===== src/rtl/bus_arb_pkg.sv =====
// ============================================================================
// Module  : bus_arb_pkg
// Brief   : State encoding shared by the 8088 bus hold arbiter.
// Revision: 1.0 - initial release
// ============================================================================
`default_nettype none

package bus_arb_pkg;

    typedef enum logic [2:0] {
        IDLE     = 3'd0,
        HOLD_REQ = 3'd1,
        GRANT    = 3'd2,
        GAP      = 3'd3,
        RELEASE  = 3'd4
    } arb_state_t;

endpackage

`default_nettype wire


===== src/rtl/rr_priority_pick.sv =====
// ============================================================================
// Module  : rr_priority_pick
// Brief   : Combinational round-robin pick: lowest requester at or above ptr,
//           otherwise the lowest requester overall.
// Revision: 1.0 - initial release
// ============================================================================
`default_nettype none

module rr_priority_pick #(
    parameter int NUM_REQ = 4
) (
    input  logic [NUM_REQ-1:0]         req,
    input  logic [$clog2(NUM_REQ)-1:0] ptr,
    output logic [$clog2(NUM_REQ)-1:0] idx,
    output logic                       valid
);

    localparam int PTR_W = $clog2(NUM_REQ);

    // Descending scans so the last hit is the lowest index; the ptr-qualified
    // pass overrides the wrap-around choice whenever it finds a requester.
    always_comb begin
        idx   = '0;
        valid = 1'b0;
        for (int i = NUM_REQ - 1; i >= 0; i--) begin
            if (req[i]) begin
                idx   = i[PTR_W-1:0];
                valid = 1'b1;
            end
        end
        for (int i = NUM_REQ - 1; i >= 0; i--) begin
            if (req[i] && (i >= int'(ptr))) begin
                idx = i[PTR_W-1:0];
            end
        end
    end

endmodule

`default_nettype wire


===== src/rtl/bus_hold_arbiter.sv =====
// ============================================================================
// Module  : bus_hold_arbiter
// Brief   : Requests the 8088 bus via hold/hlda and shares it round-robin
//           among DMA/refresh masters with bounded contended tenures.
// Revision: 1.0 - initial release
// ============================================================================
`default_nettype none

module bus_hold_arbiter #(
    parameter int NUM_REQ      = 4,
    parameter int MAX_BURST    = 8,
    parameter int HLDA_TIMEOUT = 64
) (
    input  logic               clk,
    input  logic               rst,
    input  logic [NUM_REQ-1:0] req,
    output logic [NUM_REQ-1:0] grant,
    output logic               hold,
    input  logic               hlda,
    output logic               aen,
    output logic               fault
);

    import bus_arb_pkg::*;

    localparam int PTR_W   = $clog2(NUM_REQ);
    localparam int BURST_W = $clog2(MAX_BURST);
    localparam int TO_W    = $clog2(HLDA_TIMEOUT);

    localparam logic [PTR_W-1:0]   PTR_LAST   = PTR_W'(NUM_REQ - 1);
    localparam logic [BURST_W-1:0] BURST_LAST = BURST_W'(MAX_BURST - 1);
    localparam logic [TO_W-1:0]    TO_LAST    = TO_W'(HLDA_TIMEOUT - 1);
    localparam logic [NUM_REQ-1:0] ONE        = {{(NUM_REQ-1){1'b0}}, 1'b1};

    arb_state_t           state;
    logic [PTR_W-1:0]     owner;
    logic [PTR_W-1:0]     ptr;
    logic [BURST_W-1:0]   burst_cnt;
    logic [TO_W-1:0]      to_cnt;

    logic [PTR_W-1:0]     pick_idx;
    logic                 pick_valid;
    logic [PTR_W-1:0]     pick_next;
    logic [NUM_REQ-1:0]   pick_mask;
    logic [NUM_REQ-1:0]   owner_mask;
    logic                 others_req;

    rr_priority_pick #(
        .NUM_REQ (NUM_REQ)
    ) u_pick (
        .req   (req),
        .ptr   (ptr),
        .idx   (pick_idx),
        .valid (pick_valid)
    );

    assign pick_next  = (pick_idx == PTR_LAST) ? '0 : pick_idx + PTR_W'(1);
    assign pick_mask  = ONE << pick_idx;
    assign owner_mask = ONE << owner;
    assign others_req = |(req & ~owner_mask);

    always_ff @(posedge clk or posedge rst) begin
        if (rst) begin
            state     <= IDLE;
            owner     <= '0;
            ptr       <= '0;
            burst_cnt <= '0;
            to_cnt    <= '0;
            grant     <= '0;
            hold      <= 1'b0;
            aen       <= 1'b0;
            fault     <= 1'b0;
        end else begin
            fault <= 1'b0;
            case (state)
                IDLE: begin
                    if (|req) begin
                        state  <= HOLD_REQ;
                        hold   <= 1'b1;
                        to_cnt <= '0;
                    end
                end
                HOLD_REQ: begin
                    to_cnt <= to_cnt + TO_W'(1);
                    if (hlda && pick_valid) begin
                        state     <= GRANT;
                        owner     <= pick_idx;
                        ptr       <= pick_next;
                        burst_cnt <= '0;
                        grant     <= pick_mask;
                        aen       <= 1'b1;
                    end else if (hlda) begin
                        state <= RELEASE;
                        hold  <= 1'b0;
                    end else if (to_cnt == TO_LAST) begin
                        state <= RELEASE;
                        hold  <= 1'b0;
                        fault <= 1'b1;
                    end
                end
                GRANT: begin
                    if (burst_cnt != BURST_LAST) begin
                        burst_cnt <= burst_cnt + BURST_W'(1);
                    end
                    // CPU took the bus back underneath us: abandon the tenure.
                    if (!hlda) begin
                        state <= RELEASE;
                        grant <= '0;
                        hold  <= 1'b0;
                        aen   <= 1'b0;
                        fault <= 1'b1;
                    end else if (!req[owner] ||
                                 ((burst_cnt == BURST_LAST) && others_req)) begin
                        state <= GAP;
                        grant <= '0;
                    end
                end
                GAP: begin
                    if (pick_valid) begin
                        state     <= GRANT;
                        owner     <= pick_idx;
                        ptr       <= pick_next;
                        burst_cnt <= '0;
                        grant     <= pick_mask;
                    end else begin
                        state <= RELEASE;
                        hold  <= 1'b0;
                        aen   <= 1'b0;
                    end
                end
                RELEASE: begin
                    if (!hlda) begin
                        state <= IDLE;
                    end
                end
                default: begin
                    state <= IDLE;
                    grant <= '0;
                    hold  <= 1'b0;
                    aen   <= 1'b0;
                end
            endcase
        end
    end

endmodule

`default_nettype wire


===== config.mk =====
export PLATFORM = sky130hd
export DESIGN_NAME = bus_hold_arbiter
export DESIGN_NICKNAME = d
export VERILOG_FILES = /design/src/rtl/bus_arb_pkg.sv /design/src/rtl/rr_priority_pick.sv /design/src/rtl/bus_hold_arbiter.sv
export SDC_FILE = /design/constraint.sdc
export NUM_CORES = 1
export LEC_CHECK = 0
export BUFFER_PORTS_ARGS = -buffer_cell sky130_fd_sc_hd__buf_2
export CAP_MARGIN = 25
export CORE_MARGIN = 4
export CORE_UTILIZATION = 55
export DETAILED_ROUTE_END_ITERATION = 8
export HOLD_SLACK_MARGIN = 0.15
export PLACE_DENSITY = 0.82
export SYNTH_ARGS = -nofsm -noshare
export SYNTH_HDL_FRONTEND = slang
export SYNTH_SLANG_ARGS = --single-unit

===== constraint.sdc =====
create_clock -name clk -period 4.28 [get_ports clk]
set_clock_uncertainty 0.1 [all_clocks]
set_input_delay 0.856 -clock clk [delete_from_list [all_inputs] [get_ports clk]]
set_output_delay 0.856 -clock clk [all_outputs]
set_load 0.1 [all_outputs]

==> qor.csv, run 1 <==
metric;value;unit
clock_latency;0.30;ns
vias;1226;
portBuffers;13;
initial_utilization;59.7;%
cts_resized;0;
synth_top_family_by_area;compound AO/OA/AOI/OAI gates;
dpl-instance-area;1600;um2
cts-hold-fix-buffers;0;
synth-seq-cells;23;
grt_pass1_wl;5220;um
crit_type;in2reg;
cts-root-buf;clkbuf_4;
cts_made_buffers;3;
synth_edf_count;0;
power_density;732;nW/um2
cts_buffer_depth;2;
syn-num-nets;179;
io_pins;14;
synth_most_common_cell;dfrtp_1;
cts_sinks;23;
dieWidth;60.8;um
post-route-min-period;2.27;ns
stdcell_area;1620;um2
yosysTopAreaCell;dfrtp_1;
hp-class;reg2reg;
p_leak;0.759;nW
std_cell_rows;18;
htreeDepth;1;
async_flop_share;100;%
ir_worst_vdd;0.547;mV
final_net_count;189;
rsz0062_at_grt;no;
multi_input_area;873;um2
yosysUniqueCellTypes;53;
synth_xor_area_share;0;%
outcome;completed;
cts_tree;built;
critical_path.endpoint_type;flip-flop;
muxShareOfSynthArea;7.50;%
post_cts_buffers;0;
hp-start;to_cnt[0];
fillers;221;
antenna_found_initial;0;
syn2layout_area_growth;5.79;%
worst_hold_path.endpoint;to_cnt[0];
hold_ws;0.411;ns
worstMarginPinSlew;0.850;ns
crit_fanout;8;
final-hold-violation-count;0;
ys.flop_type;dfrtp_1;
grt.total_usage;18.5;%
max_slew_margin;43.3;%
antennaDiodeCount;0;
ant_nets;0;
avgRoutedWirePerCell;15.1;um
yosysWarnings;0;
yosys.area_share.simple;20.7;%
ys_seq_area_share;37.5;%
synth_fa_ha_area_share;5.71;%
yosys-top-cells-count;23 x dfrtp_1, 18 x nand2_1, 12 x inv_1, 12 x nand3_1, 10 x o21ai_0;
maxSlewViolCount;0;
register_area;576;um2
post-route-period-util;53.0;%
vias_per_cell;6.01;
die_area;3700;um2
r2r_cells;7;
maxCapViolCount;0;
drt-initial-drc-count;42;
path_clk_slew;0.13;ns
whs_path_depth;1;
drt-pass1-iter-count;4;
required;4.39;ns
p_total;1.19;mW
synth_top_area_share;37.5;%
drive_gt1_share;16.7;%
setup_viol;0;
synth_area;1530;um2
rr_startpoint;ptr[1];
core;2570;um2
netlist_instances;165;
rr_endpoint;ptr[1];
grt-ovfl-total;0;
place.gp.congestion;0.774;
syn_avg_cell_area;9.30;um2
post-route-drc-count;0;
dpl.hpwl;2230;um
critPathLaunchType;input port;
tns;0;ns
synth_compound_area_share;23.0;%
chipHeight;60.8;um
grt_max_degree;24;
grt_pass1_vias;1177;
wirelength;3090;um
arrival;2.38;ns
synth_area_leaders;dfrtp_1 38%, ha_1 5.7%, nand2_1 4.4%;
r2r_slack;2.16;ns
max_freq;0.441;GHz
==> metal layers <==
layer | GRT usage (%) | routed length, um | vias to the layer above
li1 | - | - | 634
met1 | 25.6 | 1490 | 569
met2 | 29.5 | 1490 | 19
met3 | 2.77 | 69 | 4
met4 | 6.50 | 34 | 0
met5 | 0 | 0 | -
==> metrics by stage <==
| stage | worst slack, ns | util (%) | std cells |
|---|---|---|---|
| detailed placement | 1.69 | 62.2 | 200 |
| global route | 1.91 | 63.2 | 204 |
| CTS | 2.03 | 63.2 | 204 |
| finish | 2.01 | 63.2 | 204 |
| global placement | 1.74 | 62.2 | 200 |
| floorplan | 2.06 | - | 165 |
==> cell families (layout without fill, tap and decap cells) <==
group,count (synthesis),after routing
flip-flops,23,23
adder cells (fa/ha/maj),7,7
AND/OR/NAND/NOR,59,59
AO/OA/AOI/OAI,47,47
buffers and inverters,20,29
multiplexers,9,9
==> flip-flops by register name, indices dropped and copies added (netlist names) <==
signal,cells
state,3
fault,1
burst_cnt,3
ptr,2
to_cnt,6
owner,2
hold,1
aen,1
grant,4
==> how the worst max path moves through the flow <==
| stage | startpoint | to | slack (ns) | depth (start not counted) |
|---|---|---|---|---|
| 6_report | req[0] | ptr[1] | 2.01 | 8 |
| 5_1_grt | req[2] | ptr[1] | 1.91 | 8 |
| 4_1_cts | req[0] | ptr[1] | 2.03 | 8 |
| 3_5_place_dp | req[0] | ptr[1] | 1.69 | 8 |
| 3_3_place_gp | req[0] | owner[0] | 1.74 | 4 |
| 2_1_floorplan | req[2] | ptr[1] | 2.06 | 7 |
==> power breakdown <==
part | total, mW | switching, mW | internal (mW)
combinational | 0.652 | 0.433 | 0.219
clock | 0.101 | 0.0649 | 0.0363
sequential | 0.435 | 0.135 | 0.299
total | 1.19 | 0.633 | 0.555
==> area by class of cell <==
type                    instances  share of cell area (%)
flip-flops and latches         23                    35.5
clock buffers                   4                    1.62
repair buffers                 13                    4.01
well taps                      30                    2.31
multi-input cells             122                    53.8
inverters                      12                    2.78
==> cells in the final DEF, fill, tap and decap left out, types with 2 or more instances in the layout <==
cell type  count
mux2_4         2
and3_1         3
a311oi_1       2
nand2_1       18
nand2b_1       3
nor3_1         3
a21oi_1        5
mux2_2         2
dfrtp_1       23
clkbuf_4       3
inv_1         12
nor2_1         5
and4_1         4
ha_1           7
nand3_1       12
mux2i_1        4
a22o_1         2
o21ai_0       10
a21o_1         3
nor2b_1        2
buf_2         13
or4_1          2
o21ai_1        5
==> critical path, cell delays in order <==
cell and delay (ns):
buf_2 0.14, mux2i_1 0.14, nor2_1 0.06, a311oi_1 0.57, inv_1 0.18, ha_1 0.34
nand2_1 0.06, nand2_1 0.04
(Power assumes the default switching activity.)
==> inputs of run 2 (changes only) <==
- clock period: 4.28 -> 2.3 ns (I/O delays scaled with it)
==> qor.csv, run 2 (same netlist as run 1, synthesis figures left out) <==
metric;value;unit
grt-ovfl-total;0;
grt_pass1_vias;1235;
multi_input_area;873;um2
hp-class;in2reg;
cts-root-buf;clkbuf_4;
required;2.42;ns
antenna_found_initial;0;
drt-pass1-iter-count;4;
grt.total_usage;20.0;%
final-hold-violation-count;0;
crit_fanout;5;
critical_path.endpoint_type;flip-flop;
std_cell_rows;18;
arrival;1.99;ns
chipHeight;60.8;um
max_freq;0.534;GHz
tns;0;ns
worstMarginPinSlew;0.538;ns
htreeDepth;1;
avgRoutedWirePerCell;15.4;um
p_total;2.28;mW
cts_sinks;23;
grt_max_degree;24;
power_density;1360;nW/um2
final_common_cell;dfrtp_1;
p_leak;0.789;nW
cts-hold-fix-buffers;1;
ir_worst_vdd;1.13;mV
post_cts_buffers;0;
cts_tree;built;
maxSlewViolCount;0;
place.gp.congestion;0.798;
register_area;576;um2
io_pins;14;
core;2570;um2
cts_buffer_depth;2;
initial_utilization;59.7;%
regMostFlops;to_cnt;
drt-initial-drc-count;42;
portBuffers;13;
largest_reg_flops;6;
post-route-period-util;81.5;%
dieWidth;60.8;um
top_regs;to_cnt x6, grant x4;
outcome;completed;
maxCapViolCount;0;
critPathLaunchType;flip-flop;
antennaDiodeCount;0;
setup_viol;0;
clock_latency;0.31;ns
post-route-min-period;1.87;ns
post-route-drc-count;0;
syn2layout_area_growth;8.89;%
die_area;3700;um2
layout.cells.most_common_list;23 x dfrtp_1, 18 x nand2_1, 13 x buf_2;
cts_made_buffers;3;
rsz0062_at_grt;no;
path_clk_slew;0.12;ns
vias;1305;
wirelength;3230;um
drive_gt1_share;18.9;%
vias_per_cell;6.21;
cts_resized;0;
fillers;229;
max_slew_margin;64.0;%
ant_nets;0;
dpl.hpwl;2330;um
crit_type;reg2reg;
grt_pass1_wl;5520;um
final_net_count;195;
[run 2: worst max-delay path, cell delays in order (launching register included)]
cell and delay [ns]:
dfrtp_1 0.45, or4b_1 0.52, o22ai_1 0.37, o2111ai_1 0.19
o2bb2ai_1 0.15
[run 2: final cells by class]
class / count / area share [%]
tap: 30 / 2.25
inverter: 12 / 2.70
sequential: 23 / 34.5
timing repair buffer: 19 / 6.74
clock buffer: 4 / 1.57
multi-input combinational: 122 / 52.3
[run 2: path summary, 6_finish.rpt]
path,start,endpoint,slack (ns),depth (start not counted)
min in group asynchronous,rst,burst_cnt[1],0.61,4
worst max register to register,owner[0],state[0],0.43,4
worst min register to register,to_cnt[0],to_cnt[0],0.41,1
worst max-delay path,owner[0],state[0],0.43,4
worst min-delay path,hlda,fault,0.40,2
max in group asynchronous,rst,burst_cnt[2],1.26,4
[run 2: per-stage QoR]
stage	cells	setup WS, ns	area, um2	util (%)	hold WS (ns)
final	210	0.426	1670	65.1	0.397
after detailed placement	205	0.163	1630	63.6	0.390
after CTS	210	0.421	1670	65.1	0.380
after global placement	205	0.195	1630	63.6	0.381
after global routing	210	0.279	1670	65.1	0.401
after floorplan	165	0.479	1530	-	0.362
[run 2: routing by layer]
layer	track usage, %	vias up	part of all wire [%]	wire length, um
li1	-	641	-	-
met4	11.5	0	2.7	88
met2	31.8	48	45	1460
met1	26.0	607	46	1490
met5	0	-	0	0
met3	2.77	9	5.7	184
[run 2: report_power, final]
group	internal [mW]	switching [mW]
Clock	0.0679	0.120
Sequential	0.559	0.178
Combinational	0.447	0.904
Total	1.07	1.20
==> inputs of run 3 (changes only) <==
- clock period: 2.3 -> 1.75 ns (I/O delays scaled with it)
==> qor.csv, run 3 (same netlist as run 1, synthesis figures left out) <==
metric;value;unit
use_met3;3.40;%
crit_fanout;4;
p_sw_share;51.3;%
required;1.91;ns
dp.cells;223;
portBuffers;13;
critPathTopFamily;simple AND/OR/NAND/NOR gates;
largest_reg_flops;6;
dpl.hpwl;2790;um
grt_pass1_vias;1441;
chipHeight;60.8;um
critPathLaunchType;flip-flop;
grt_util_met1;29.1;%
vias;1414;
top_regs;to_cnt x6, grant x4;
layout.cells.most_common_list;26 x buf_4, 23 x dfrtp_1, 18 x nand2_1;
core;2570;um2
path_buf_inv;1;
p_int;1.61;mW
power_density;1730;nW/um2
regMostFlops;to_cnt;
cts_sinks;23;
cpPeakStageDelay;0.55;ns
final_common_cell;buf_4;
p_clk_share;7.9;%
initial_utilization;59.7;%
clock_latency;0.32;ns
critical_path.endpoint_type;flip-flop;
io_pins;14;
cts_made_buffers;3;
htreeDepth;1;
p_comb_share;63.6;%
antenna_found_initial;0;
die_area;3700;um2
dpl-instance-area;1780;um2
syn2layout_area_growth;24.4;%
fillers;183;
post-route-min-period;1.71;ns
grt_pass1_wl;6580;um
path_clk_slew;0.14;ns
vias_per_cell;6.09;
maxCapViolCount;0;
hp-class;in2reg;
ant_nets;0;
seqPwrFrac;28.5;%
max_slew_margin;67.5;%
ir_worst_vdd;1.43;mV
worstMarginPinSlew;0.491;ns
stdcell_area;1910;um2
final_net_count;217;
grt-ovfl-total;0;
grt.total_usage;23.8;%
std_cell_rows;18;
cp_cell_sequence;or4b_4 > o22ai_4 > buf_4 > o21ai_0 > nand3_1;
crit_type;reg2reg;
cp_slowest_cell;or4b_4;
place.gp.congestion;0.807;
avgRoutedWirePerCell;16.6;um
grt_max_degree;24;
rsz0062_at_grt;yes;
grt_most_used_layer;met2;
antennaDiodeCount;0;
drt-initial-drc-count;79;
final-hold-violation-count;0;
wirelength;3860;um
max_freq;0.585;GHz
cts-root-buf;clkbuf_4;
outcome;completed;
layout.cells.non_filler;232;
drive_gt1_share;34.2;%
p_sw;1.69;mW
post-route-util;74.3;%
cts_tree;built;
dieWidth;60.8;um
maxSlewViolCount;0;
setup_viol;0;
p_leak;0.895;nW
post-route-drc-count;0;
cts_buffer_depth;2;
arrival;1.87;ns
gr-usage-met2;40.8;%
drt-pass1-iter-count;4;
post-route-period-util;97.7;%
p_total;3.30;mW
==> run 3: path summary, 6_finish.rpt <==
kind | start | end | slack (ns) | cells after the start
max in group asynchronous | rst | to_cnt[3] | 0.82 | 4
worst min-delay path | hlda | fault | 0.31 | 2
min in group asynchronous | rst | burst_cnt[1] | 0.49 | 4
worst max-delay path | owner[0] | grant[3] | 0.04 | 5
worst min register to register | grant[2] | grant[2] | 0.42 | 2
worst max register to register | owner[0] | grant[3] | 0.04 | 5
==> run 3: repair_timing <==
item / in CTS / in global routing
setup buffers: 2 / 2
resized for setup: 4 / 11
pin swaps: 2 / 11
setup endpoints to repair: 8 / 11
endpoints found under the hold margin: 23 / 0
hold buffers: 1 / 0
gates cloned: 0 / 0
==> run 3: area by class of cell <==
cell class	instances	area, um2	share of cell area [%]
inverter	12	45.0	2.36
tap	30	37.5	1.97
clock buffer	4	26.3	1.38
timing repair buffer	41	282	14.8
multi-input combinational	122	942	49.4
sequential	23	576	30.2
==> run 3: routing by layer <==
metal | part of all wire [%] | vias up | routed length, um
li1 | - | 688 | -
met1 | 40 | 668 | 1550
met2 | 53 | 50 | 2040
met3 | 4.8 | 8 | 186
met4 | 2.2 | 0 | 86
met5 | 0 | - | 0
==> run 3: power by group through the flow <==
stage | sequential, mW | clock, mW | combinational, mW
finish | 0.943 | 0.260 | 2.10
global route | 0.976 | 0.284 | 2.29
CTS | 0.925 | 0.259 | 2.03
detailed placement | 0.937 | 0 | 1.97
global placement | 0.917 | 0 | 1.90
floorplan | 1.36 | 0 | 1.02
==> run 3: metrics by stage <==
| step | worst slack (ns) | hold WS (ns) | setup TNS [ns] |
|---|---|---|---|
| finish | 0.0405 | 0.312 | 0 |
| global route | -0.0444 | 0.326 | -0.116 |
| CTS | 0.00670 | 0.299 | 0 |
| detailed placement | -0.118 | 0.308 | -1.14 |
| global placement | -0.0793 | 0.303 | -0.520 |
| floorplan | 0.0453 | 0.252 | 0 |
